File: src/rtl/sram_bridge_pkg.sv
// Shared constants and sizing helpers for the multi-bank SRAM bridge.
package sram_bridge_pkg;

    localparam int RD_LAT_MIN    = 1;
    localparam int RD_LAT_MAX    = 4;
    localparam int NUM_BANKS_MIN = 1;
    localparam int NUM_BANKS_MAX = 8;

    function automatic int clog2(input int n);
        int r;
        r = 0;
        for (int i = 0; i < 31; i++) begin
            if ((1 << i) < n) r = i + 1;
        end
        return r;
    endfunction

    function automatic int lanes(input int data_w);
        return data_w / 8;
    endfunction

    // Zero when a single bank leaves no bank field in the address.
    function automatic int bank_w(input int num_banks);
        return clog2(num_banks);
    endfunction

endpackage

File: src/rtl/sram_rd_pipe.sv
// Read-latency tracker: carries an issued read's bank index for DEPTH clocks.
// done pulses in the clock the selected bank presents valid data.
module sram_rd_pipe #(
    parameter int DEPTH = 1,
    parameter int IW    = 1
) (
    input  logic          clk,
    input  logic          rst_n,
    input  logic          push,
    input  logic [IW-1:0] push_bank,
    output logic          done,
    output logic [IW-1:0] done_bank
);

    logic [DEPTH-1:0] vld;
    logic [IW-1:0]    idx [DEPTH];

    always_ff @(posedge clk or negedge rst_n) begin
        if (!rst_n) begin
            vld <= '0;
            for (int s = 0; s < DEPTH; s++) begin
                idx[s] <= '0;
            end
        end else begin
            vld[0] <= push;
            idx[0] <= push_bank;
            for (int s = 1; s < DEPTH; s++) begin
                vld[s] <= vld[s-1];
                idx[s] <= idx[s-1];
            end
        end
    end

    assign done      = vld[DEPTH-1];
    assign done_bank = idx[DEPTH-1];

endmodule

File: src/rtl/sram_bridge_multi.sv
// Wishbone pipelined slave bridging to NUM_BANKS single-port synchronous SRAMs.
// Reads and writes share one SRAM address bus; a same-cycle read displaces a pending write.
module sram_bridge_multi
    import sram_bridge_pkg::*;
#(
    parameter int DATA_W    = 32,
    parameter int NUM_BANKS = 2,
    parameter int BANK_AW   = 6,
    parameter int RD_LAT    = 1,
    parameter int ADDR_W    = 16
) (
    input  logic                        clk_i,
    input  logic                        rst_n_i,
    input  logic                        wb_cyc_i,
    input  logic                        wb_stb_i,
    input  logic                        wb_we_i,
    input  logic [ADDR_W-1:0]           wb_adr_i,
    input  logic [DATA_W/8-1:0]         wb_sel_i,
    input  logic [DATA_W-1:0]           wb_dat_i,
    output logic [DATA_W-1:0]           wb_dat_o,
    output logic                        wb_ack_o,
    output logic                        wb_err_o,
    output logic                        wb_rty_o,
    output logic                        wb_stall_o,
    output logic [BANK_AW-1:0]          sram_addr_o,
    output logic [DATA_W-1:0]           sram_data_o,
    output logic [DATA_W/8-1:0]         sram_be_o,
    output logic [NUM_BANKS-1:0]        sram_re_o,
    output logic [NUM_BANKS-1:0]        sram_we_o,
    input  logic [NUM_BANKS*DATA_W-1:0] sram_data_i
);

    localparam int SW       = lanes(DATA_W);
    localparam int LSB      = clog2(SW);
    localparam int BW       = bank_w(NUM_BANKS);
    localparam int BIW      = (BW > 0) ? BW : 1;
    localparam int BANK_LSB = LSB + BANK_AW;

    logic               en;
    logic               rd_req;
    logic               wr_req;
    logic               rd_go;
    logic               wr_issue;
    logic               mapped;
    logic [BANK_AW-1:0] wofs;
    logic [BIW-1:0]     bank;

    logic               rip;
    logic               wip;
    logic               d0_vld;
    logic [BANK_AW-1:0] d0_addr;
    logic [DATA_W-1:0]  d0_dat;
    logic [SW-1:0]      d0_sel;
    logic [BIW-1:0]     d0_bank;

    logic               ack_rd;
    logic               err_rd;
    logic               err_wr;
    logic [DATA_W-1:0]  dat_q;

    logic               done;
    logic [BIW-1:0]     done_bank;
    logic               unused_adr;

    // Bus is ignored while reset is held so no strobe can leak out.
    assign en     = wb_cyc_i & wb_stb_i & rst_n_i;
    assign rd_req = en & ~wb_we_i & ~rip;
    assign wr_req = en & wb_we_i & ~wip;

    assign wofs = wb_adr_i[LSB +: BANK_AW];

    always_comb begin
        bank = '0;
        if (BW > 0) begin
            bank = BIW'(wb_adr_i >> BANK_LSB);
        end
    end

    assign mapped     = (int'(bank) < NUM_BANKS);
    assign unused_adr = ^wb_adr_i;

    assign rd_go    = rd_req & mapped;
    assign wr_issue = d0_vld & ~rd_go;

    always_comb begin
        sram_re_o   = '0;
        sram_we_o   = '0;
        sram_addr_o = '0;
        sram_data_o = '0;
        sram_be_o   = '0;
        if (rd_go) begin
            sram_re_o   = NUM_BANKS'(1) << bank;
            sram_addr_o = wofs;
        end else if (wr_issue) begin
            sram_we_o   = NUM_BANKS'(1) << d0_bank;
            sram_addr_o = d0_addr;
            sram_data_o = d0_dat;
            sram_be_o   = d0_sel;
        end
    end

    sram_rd_pipe #(
        .DEPTH (RD_LAT),
        .IW    (BIW)
    ) u_rd_pipe (
        .clk       (clk_i),
        .rst_n     (rst_n_i),
        .push      (rd_go),
        .push_bank (bank),
        .done      (done),
        .done_bank (done_bank)
    );

    always_ff @(posedge clk_i or negedge rst_n_i) begin
        if (!rst_n_i) begin
            rip     <= 1'b0;
            wip     <= 1'b0;
            d0_vld  <= 1'b0;
            d0_addr <= '0;
            d0_dat  <= '0;
            d0_sel  <= '0;
            d0_bank <= '0;
            ack_rd  <= 1'b0;
            err_rd  <= 1'b0;
            err_wr  <= 1'b0;
            dat_q   <= '0;
        end else begin
            ack_rd <= done;
            err_rd <= rd_req & ~mapped;
            err_wr <= wr_req & ~mapped;

            if (done) begin
                dat_q <= sram_data_i[int'(done_bank)*DATA_W +: DATA_W];
            end

            if (rd_req) begin
                rip <= 1'b1;
            end else if (ack_rd || err_rd) begin
                rip <= 1'b0;
            end

            if (wr_req) begin
                wip <= 1'b1;
            end else if (wr_issue || err_wr) begin
                wip <= 1'b0;
            end

            // A write waits in d0 until a cycle with no read request.
            if (wr_req && mapped) begin
                d0_vld  <= 1'b1;
                d0_addr <= wofs;
                d0_dat  <= wb_dat_i;
                d0_sel  <= wb_sel_i;
                d0_bank <= bank;
            end else if (wr_issue) begin
                d0_vld <= 1'b0;
            end
        end
    end

    assign wb_dat_o   = dat_q;
    assign wb_ack_o   = ack_rd | wr_issue;
    assign wb_err_o   = err_rd | err_wr;
    assign wb_rty_o   = 1'b0;
    assign wb_stall_o = en & ~(wb_ack_o | wb_err_o);

endmodule

File: config.mk
export PLATFORM = sky130hd
export DESIGN_NAME = sram_bridge_multi
export DESIGN_NICKNAME = d
export VERILOG_FILES = /design/src/rtl/sram_bridge_pkg.sv /design/src/rtl/sram_rd_pipe.sv /design/src/rtl/sram_bridge_multi.sv
export SDC_FILE = /design/constraint.sdc
export NUM_CORES = 1
export LEC_CHECK = 0
export BUFFER_PORTS_ARGS = -buffer_cell sky130_fd_sc_hd__buf_4
export CORE_ASPECT_RATIO = 0.5
export CORE_MARGIN = 5
export CORE_UTILIZATION = 40
export DETAILED_ROUTE_END_ITERATION = 6
export PLACE_DENSITY = 0.76
export SKIP_LAST_GASP = 1
export SYNTH_ARGS = -nofsm -noshare
export SYNTH_HDL_FRONTEND = slang
export SYNTH_SLANG_ARGS = --single-unit
File: constraint.sdc
create_clock -name clk_i -period 1.7 [get_ports clk_i]
set_clock_uncertainty 0.2 [all_clocks]
set_input_delay 0.34 -clock clk_i [delete_from_list [all_inputs] [get_ports clk_i]]
set_output_delay 0.34 -clock clk_i [all_outputs]
set_load 0.005 [all_outputs]
==> flow_summary_export.csv, run 1 <==
group,metric,value,unit
clock_tree,numCtsBuffers,9,
sta,hold_viol_final,0,
layout,fin_nets,635,
layout,regArea,0.00201,mm^2
placement,hpwl,7110,um
clock_tree,clockBufferDepth,2,
drt,wl,10300,um
floorplan,io-pin-count,203,
synthesis,post_synth_fa_ha_maj_area_fraction,0,%
synthesis,synth-compound-area-share,4.97,%
layout,drive_gt1_share,54.2,%
sta,final.setup.worst_slack,-0.371,ns
floorplan,start_util,41.8,%
placement,numPortBuffers,191,
critical_path,r2r_slack,-0.01,ns
clock_tree,clk_pin_slew,0.06,ns
drt,first_pass_iters,4,
layout,n_fill_cell,702,
synthesis,syn_avg_cell_area,11.9,um^2
synthesis,synth_top_family_by_area,"multiplexers",
critical_path,cp-startpoint,"rip$_DFFE_PN0P_",
grt,grt_max_degree,81,
critical_path,critical_path_required,1.16,ns
clock_tree,ctsHtreeMaxLevel,3,
grt,grt_pass1_wl,15500,um
drt,drc,0,
drt,num_vias,3022,
sta,fmax,483,MHz
sta,rsz0062_at_grt,"true",
critical_path,cp-end-kind,"primary output",
synthesis,synthDistinctLibCells,24,
power_and_ir_drop,power_density,1010,mW/mm^2
drt,vias_per_cell,4.76,
drt,drtIter0Drc,127,
sta,report.final.slew_viol_count,0,
min_path,hold_path_depth,2,
synthesis,synth_edf_count,0,
sta,fin_crit,2.07,ns
clock_tree,cts_root_buffer,"clkbuf_16",
synthesis,ys_ff_latch,80,
layout,fin_cells,635,
min_path,hp-start,"wb_dat_i[7]",
synthesis,yosys_warnings,0,
synthesis,seq_area_frac_synth,54.1,%
floorplan,std_cell_rows,24,
clock_tree,insertion_delay,0.32,ns
floorplan,die_h,78.0,um
synthesis,synth_xor_area_share,0,%
drt,ant_nets,0,
power_and_ir_drop,peakVddDrop,559,uV
layout,antenna_cells,0,
synthesis,synth_area,0.00370,mm^2
critical_path,arrival,1.53,ns
placement,place.gp.congestion,0.790,
grt,grt_overflow,0,
clock_tree,cts_tree,"yes",
sta,fin_crit_sh,122,%
sta,maxSlewHeadroom,34.0,%
run_status,status,"finished, violations left",
clock_tree,cts_sinks,80,
floorplan,coreArea,0.00886,mm^2
power_and_ir_drop,p_leak,0.00297,uW
placement,place_ws,-0.290,ns
min_path,hold_end,"d0_dat[7]$_DFFE_PN0P_",
critical_path,crit_path_start_kind,"flop",
sta,worst_slew_pin_slew,0.990,ns
min_path,hp-class,"in -> reg",
synthesis,synth-simple-area-share,11.8,%
critical_path,path_class,"reg -> out",
critical_path,cp_max_fo,6,
floorplan,die_area,0.0114,mm^2
job,maxCapViolCount,0,
sta,setup_violations,57,
layout,area_growth,57.8,%
run_status,violations,"setup timing",
synthesis,synth_mux_area_share,24.3,%
grt,grt_pass1_vias,3118,
grt,grt_usage,17.0,%
synthesis,async_reset_ff_share,100,%
synthesis,synth_cells,311,
critical_path,r2r_start,"d0_vld$_DFFE_PN0P_",
drt,routedWlPerCell,16.3,um
placement,post-place-cells,609,
critical_path,rr_worst_depth,4,
synthesis,synth_ff_type,"dfrtp_1",
layout,multi_input_area,0.00170,mm^2
floorplan,dieWidth,146,um
critical_path,worstReg2RegEnd,"d0_addr[0]$_DFFE_PN0P_",
sta,hold_slack,0.0452,ns
grt,antenna_found_initial,0,
## worst max path at each step
stage	end	slack, ns	cells after the start
finish	sram_addr_o[1]	-0.37	3
CTS	wb_ack_o	-0.39	3
global route	sram_addr_o[3]	-0.44	3
global placement	wb_stall_o	-0.30	5
floorplan	wb_ack_o	0.006	4
detailed placement	wb_ack_o	-0.29	5
## worst max-delay path, cell delays in order, from the launching register on
cell,delay (ns)
dfrtp_2,0.46
or3_4,0.44
mux2i_1,0.17
buf_4,0.14
## cells by family after synthesis
group | Yosys count
DFF | 80
buffers and inverters | 31
and+or+nand+nor | 83
muxes | 81
AOI/OAI and AO/OA | 35
other | 1
## synth_stat cells (2+ instances only)
library cell	number	area (um^2)
dfrtp_1	80	2000
and2_1	38	238
mux2i_1	38	380
mux2_2	34	383
nor2_1	33	124
a21oi_1	32	160
clkbuf_1	11	41.3
mux2_4	9	135
inv_1	8	30.0
buf_6	6	67.6
nand2_1	6	22.5
buf_2	3	15.0
buf_4	2	15.0
## where the power goes
part           switching, uW  internal (uW)
clock network            657           1060
logic                    527            956
registers                270           2400
## per-layer routing
metal	global-route usage (%)	routed length (um)
met4	4.97	142
met3	5.24	500
met1	18.0	4090
met2	32.8	5610
met5	0	0
## cell usage in the layout, fill, tap and decap left out, types with 2 or more instances in the layout
cell       synthesis  final
a21oi_1           32     32
and2_1            38     37
buf_12             0      3
buf_4              2    201
buf_6              6      3
clkbuf_1          11      4
clkbuf_16          0     12
clkbuf_8           0      2
conb_1             1      2
dfrtp_1           80     76
dfrtp_2            0      4
inv_1              8      7
mux2_2            34      7
mux2_4             9     36
mux2i_1           38     38
nand2_1            6      6
nor2_1            33     32
o31a_4             0      2
or3_4              0      2
## registers in the layout, indices dropped and copies added (netlist names)
register             cells
d0_dat                  32
wb_dat_o                32
d0_addr                  6
d0_sel                   4
ack_rd                   1
d0_bank                  1
d0_vld                   1
rip                      1
u_rd_pipe.done           1
u_rd_pipe.done_bank      1
## cell type report
| class | count | area share [%] |
|---|---|---|
| clock buffer | 15 | 4.59 |
| inverter | 8 | 0.514 |
| multi-input combinational | 204 | 29.1 |
| sequential | 80 | 34.4 |
| tap | 117 | 2.51 |
| timing repair buffer | 211 | 28.9 |
## metrics by stage
step	total power [uW]	instance area (um^2)	util, %	setup TNS [ns]
final	5870	5840	65.9	-15.94
after global routing	6240	5840	65.9	-19.09
after CTS	5840	5640	63.7	-16.62
after detailed placement	4060	5280	59.6	-18.25
after global placement	4000	5280	59.6	-17.24
after floorplan	3230	3730	-	0
## what timing repair did
| item | in CTS | in global routing |
|---|---|---|
| gates resized for setup | 7 | 33 |
| gates cloned | 2 | 5 |
| hold buffers | 1 | 0 |
| endpoints found under the hold margin | 1 | 0 |
| endpoints found under the setup margin | 48 | 88 |
| pin swaps | 4 | 3 |
| buffers inserted | 6 | 2 |
Power figures use the tool's default switching activity.
==> inputs of run 2 (changes only) <==
Settings changed: SKIP_CTS_REPAIR_TIMING set to 1, TNS_END_PERCENT set to 30.
==> run 2 against run 1 <==
The run still ends with setup timing left; clock power about the same; via count down 3.7%; die area unchanged; sequential share of layout area is 1.5 points higher; sequential cell count unchanged; global-route usage down 0.77 points; largest power group unchanged.
==> flow_summary_export.csv, run 2 (synthesis results as in run 1) <==
group,metric,value,unit
run_status,status,"finished, violations left",
run_status,violations,"setup timing",
placement,place.gp.congestion,0.790,
placement,place_ws,-0.290,ns
floorplan,start_util,41.8,%
critical_path,cp-end-kind,"primary output",
drt,drc,0,
min_path,hp-start,"wb_dat_i[5]",
sta,maxSlewHeadroom,33.6,%
grt,grt_max_degree,81,
drt,vias_per_cell,4.64,
critical_path,crit_family,"simple AND/OR/NAND/NOR gates",
critical_path,crit_path_top_delay_cell,"or3_4",
critical_path,cp-startpoint,"rip$_DFFE_PN0P_",
layout,most-common-layout-cells,"buf_4 (201), dfrtp_1 (77), mux2i_1 (38), and2_1 (38), mux2_2 (34)",
clock_tree,numCtsBuffers,9,
grt,grt_pass1_vias,3034,
layout,mostFrequentLayoutCell,"buf_4",
floorplan,dieWidth,146,um
clock_tree,cts_sinks,80,
sta,fmax,482,MHz
sta,rsz0062_at_grt,"true",
layout,drive_gt1_share,52.7,%
layout,fin_nets,627,
drt,wl,9630,um
layout,area_growth,51.0,%
floorplan,die_h,78.0,um
sta,setup_violations,62,
drt,drtIter0Drc,127,
job,maxCapViolCount,0,
layout,antenna_cells,0,
critical_path,path_class,"reg -> out",
floorplan,std_cell_rows,24,
critical_path,critical_path_required,1.16,ns
placement,placed_area,0.00528,mm^2
clock_tree,insertion_delay,0.32,ns
clock_tree,cts_tree,"yes",
floorplan,io-pin-count,203,
layout,design_area,0.00559,mm^2
drt,routedWlPerCell,15.4,um
critical_path,critPathMaxStageDelay,0.46,ns
drt,first_pass_iters,4,
sta,final.setup.worst_slack,-0.376,ns
grt,antenna_found_initial,0,
power_and_ir_drop,p_leak,0.00283,uW
floorplan,die_area,0.0114,mm^2
min_path,hp-class,"in -> reg",
drt,ant_nets,0,
critical_path,cp_max_fo,5,
layout,n_fill_cell,741,
grt,grt_overflow,0,
power_and_ir_drop,power_density,1030,mW/mm^2
drt,num_vias,2910,
placement,hpwl,7110,um
critical_path,arrival,1.54,ns
sta,fin_crit_sh,122,%
grt,grt_pass1_wl,14900,um
power_and_ir_drop,peakVddDrop,541,uV
clock_tree,clockBufferDepth,2,
grt,grt_usage,16.2,%
clock_tree,ctsHtreeMaxLevel,3,
placement,numPortBuffers,191,
sta,report.final.slew_viol_count,0,
critical_path,r2r_start,"d0_vld$_DFFE_PN0P_",
sta,hold_viol_final,0,
clock_tree,clk_pin_slew,0.06,ns
power_and_ir_drop,total_power,5730,uW
critical_path,path_buf_inv,1,
critical_path,crit_path_start_kind,"flop",
floorplan,coreArea,0.00886,mm^2
sta,worst_slew_pin_slew,0.995,ns
critical_path,worstPathCellList,"or3_4, mux2i_1, buf_4",
clock_tree,cts_root_buffer,"clkbuf_16",
sta,fin_crit,2.08,ns
-- run 2: changes by cell type in the layout (fill, tap and decap cells not counted), sizes merged --
cell / delta
buf: -4
clkbuf: -3
o31a: -1
-- run 2: area by class of cell --
class / count / area (um^2) / area share [%]
Timing Repair Buffer: 204 / 1560 / 27.9
Sequential cell: 80 / 2010 / 35.9
Tap cell: 117 / 146 / 2.62
Multi-Input combinational cell: 203 / 1580 / 28.2
Inverter: 8 / 30.0 / 0.538
Clock buffer: 15 / 268 / 4.79
-- run 2: path summary, 6_finish.rpt --
| check | endpoint | slack [ns] | cells after the start |
|---|---|---|---|
| max in group asynchronous | u_rd_pipe.done$_DFF_PN0_ | 0.48 | 2 |
| max reg2reg | d0_dat[19]$_DFFE_PN0P_ | -0.02 | 3 |
| min | d0_dat[5]$_DFFE_PN0P_ | 0.05 | 2 |
| max | sram_addr_o[3] | -0.38 | 3 |
| min reg2reg | d0_dat[10]$_DFFE_PN0P_ | 0.29 | 1 |
| min in group asynchronous | d0_sel[0]$_DFFE_PN0P_ | 0.09 | 2 |
-- run 2: layer usage --
| layer | up-vias | routed length (um) | global-route usage (%) |
|---|---|---|---|
| met1 | 1386 | 3710 | 17.0 |
| met2 | 71 | 5330 | 31.5 |
| met4 | 0 | 118 | 4.60 |
| li1 | 1442 | - | - |
| met3 | 11 | 478 | 5.18 |
| met5 | - | 0 | 0 |
-- run 2: metrics by stage --
stage | utilization (%) | hold slack, ns | setup TNS [ns] | std cells
after floorplan | - | -0.156 | 0 | 312
after global placement | 59.6 | 0.275 | -17.24 | 609
after detailed placement | 59.6 | 0.281 | -18.25 | 609
after CTS | 62.6 | -0.0630 | -19.35 | 624
after global routing | 63.1 | 0.0230 | -20.85 | 627
final | 63.1 | 0.0459 | -15.53 | 627
-- run 2: where the power goes --
part | internal [uW] | switching (uW)
Combinational | 860 | 507
Sequential | 2400 | 254
Clock | 1060 | 655
==> inputs of run 3 (changes only) <==
==> constraint.sdc (replaced) <==
create_clock -name clk_i -period 1.7 [get_ports clk_i]
set_clock_uncertainty 0.2 [all_clocks]
set_input_delay 0.255 -clock clk_i [delete_from_list [all_inputs] [get_ports clk_i]]
set_output_delay 0.255 -clock clk_i [all_outputs]
set_load 0.005 [all_outputs]
==> run 3 against run 2 <==
The run ends with hold timing, setup timing left; sequential share of layout area is 2.8 points lower; power is 4.5% higher; die area stayed put; sequential cell count stayed put; critical path type unchanged; critical endpoint is now sram_data_o[22]; largest cell class is now non-clock buffers.
==> flow_summary_export.csv, run 3 (synthesis results as in run 1) <==
group,metric,value,unit
grt,grt_pass1_vias,2974,
grt,grt_pass1_wl,15100,um
layout,drive_gt1_share,50.0,%
layout,area_growth,63.6,%
placement,hpwl,7150,um
power_and_ir_drop,total_power,5990,uW
clock_tree,cts_root_buffer,"clkbuf_16",
drt,first_pass_iters,4,
floorplan,die_h,78.0,um
critical_path,cp_max_fo,28,
drt,routedWlPerCell,16.3,um
grt,grt_overflow,0,
grt,grt_util_met1,18.1,%
run_status,status,"finished, violations left",
sta,final.setup.worst_slack,-0.361,ns
clock_tree,numCtsBuffers,9,
sta,maxSlewHeadroom,31.4,%
critical_path,path_class,"reg -> out",
layout,fin_nets,667,
floorplan,die_area,0.0114,mm^2
layout,most-common-layout-cells,"buf_4 (192), dfrtp_1 (78), dlygate4sd3_1 (43)",
job,maxCapViolCount,0,
critical_path,arrival,1.61,ns
layout,design_area,0.00605,mm^2
grt,grt_usage,16.4,%
grt,grt_util_met3,5.06,%
power_and_ir_drop,p_leak,0.00303,uW
clock_tree,cts_tree,"yes",
drt,vias_per_cell,4.74,
floorplan,io-pin-count,203,
critical_path,cp-end-kind,"primary output",
floorplan,start_util,41.8,%
clock_tree,clk_pin_slew,0.06,ns
critical_path,critical_path_required,1.24,ns
sta,hold_viol_final,2,
grt,antenna_found_initial,0,
drt,drc,0,
clock_tree,cts_sinks,80,
drt,ant_nets,0,
layout,antenna_cells,0,
sta,setup_violations,77,
grt,grt_max_degree,81,
drt,num_vias,3161,
clock_tree,clockBufferDepth,2,
sta,setup-tns-final,-15.44,ns
critical_path,r2r_start,"d0_vld$_DFFE_PN0P_",
sta,worst_slew_pin_slew,1.03,ns
run_status,violations,"hold timing, setup timing",
grt,met2_usage,30.3,%
floorplan,coreArea,0.00886,mm^2
grt,busiest_layer,"met2",
power_and_ir_drop,peakVddDrop,600,uV
power_and_ir_drop,power_density,990,mW/mm^2
critical_path,cp-startpoint,"rip$_DFFE_PN0P_",
placement,numPortBuffers,191,
sta,fin_crit,2.06,ns
sta,fin_crit_sh,121,%
clock_tree,insertion_delay,0.32,ns
clock_tree,ctsHtreeMaxLevel,3,
drt,drtIter0Drc,130,
sta,report.final.slew_viol_count,0,
min_path,hp-class,"in -> async",
placement,placed_area,0.00526,mm^2
layout,mostFrequentLayoutCell,"buf_4",
sta,rsz0062_at_grt,"true",
sta,hold_slack,-0.00830,ns
critical_path,crit_path_start_kind,"flop",
floorplan,dieWidth,146,um
layout,postLayoutCoreUtil,68.3,%
placement,place.gp.congestion,0.730,
drt,wl,10900,um
layout,n_fill_cell,640,
sta,fmax,485,MHz
floorplan,std_cell_rows,24,
-- run 3: changes by cell type in the layout (fill, tap and decap cells not counted), sizes merged --
cell	before	now
dlygate4sd3	1	43
clkbuf	15	11
clkinv	0	3
bufinv	0	1
o31a	2	1
or3	2	1
-- run 3: worst paths after layout --
path / end / slack (ns) / depth (start not counted)
max: sram_data_o[22] / -0.36 / 4
min: d0_dat[25]$_DFFE_PN0P_ / -0.008 / 2
max reg2reg: d0_dat[15]$_DFFE_PN0P_ / -0.03 / 3
min reg2reg: d0_dat[19]$_DFFE_PN0P_ / 0.29 / 1
max in group asynchronous: u_rd_pipe.done$_DFF_PN0_ / 0.55 / 2
min in group clk_i: wb_dat_o[9]$_DFFE_PN0P_ / 0.03 / 3
-- run 3: layout make-up --
cell class	count	area [um^2]	area share, %
clock buffers	11	243	4.01
clock inverters	4	45.0	0.745
inverters	8	30.0	0.496
multi-input cells	201	1570	25.9
flip-flops and latches	80	2000	33.1
well taps	117	146	2.42
repair buffers	246	2020	33.3
-- run 3: power by group --
group	internal, uW	switching, uW	leakage (uW)
sequential	2390	260	0.000895
combinational	926	539	0.00199
clock	1160	710	0.000145
total	4480	1510	0.00303
-- run 3: routing by layer --
| layer | vias to the layer above | wire (um) |
|---|---|---|
| met5 | - | 0 |
| met4 | 0 | 382 |
| met3 | 29 | 567 |
| met2 | 101 | 5980 |
| met1 | 1523 | 3940 |
| li1 | 1508 | - |
-- run 3: worst max-delay path, cell delays in order (launching register included) --
cell and delay (ns):
dfrtp_1 0.41, o31a_4 0.38, buf_12 0.16, and2_1 0.18, buf_4 0.14
-- run 3: through the flow --
stage / cells / worst slack [ns]
after floorplan: 312 / 0.00986
after global placement: 608 / -0.142
after detailed placement: 608 / -0.183
after CTS: 623 / -0.437
after global routing: 667 / -0.390
final: 667 / -0.361
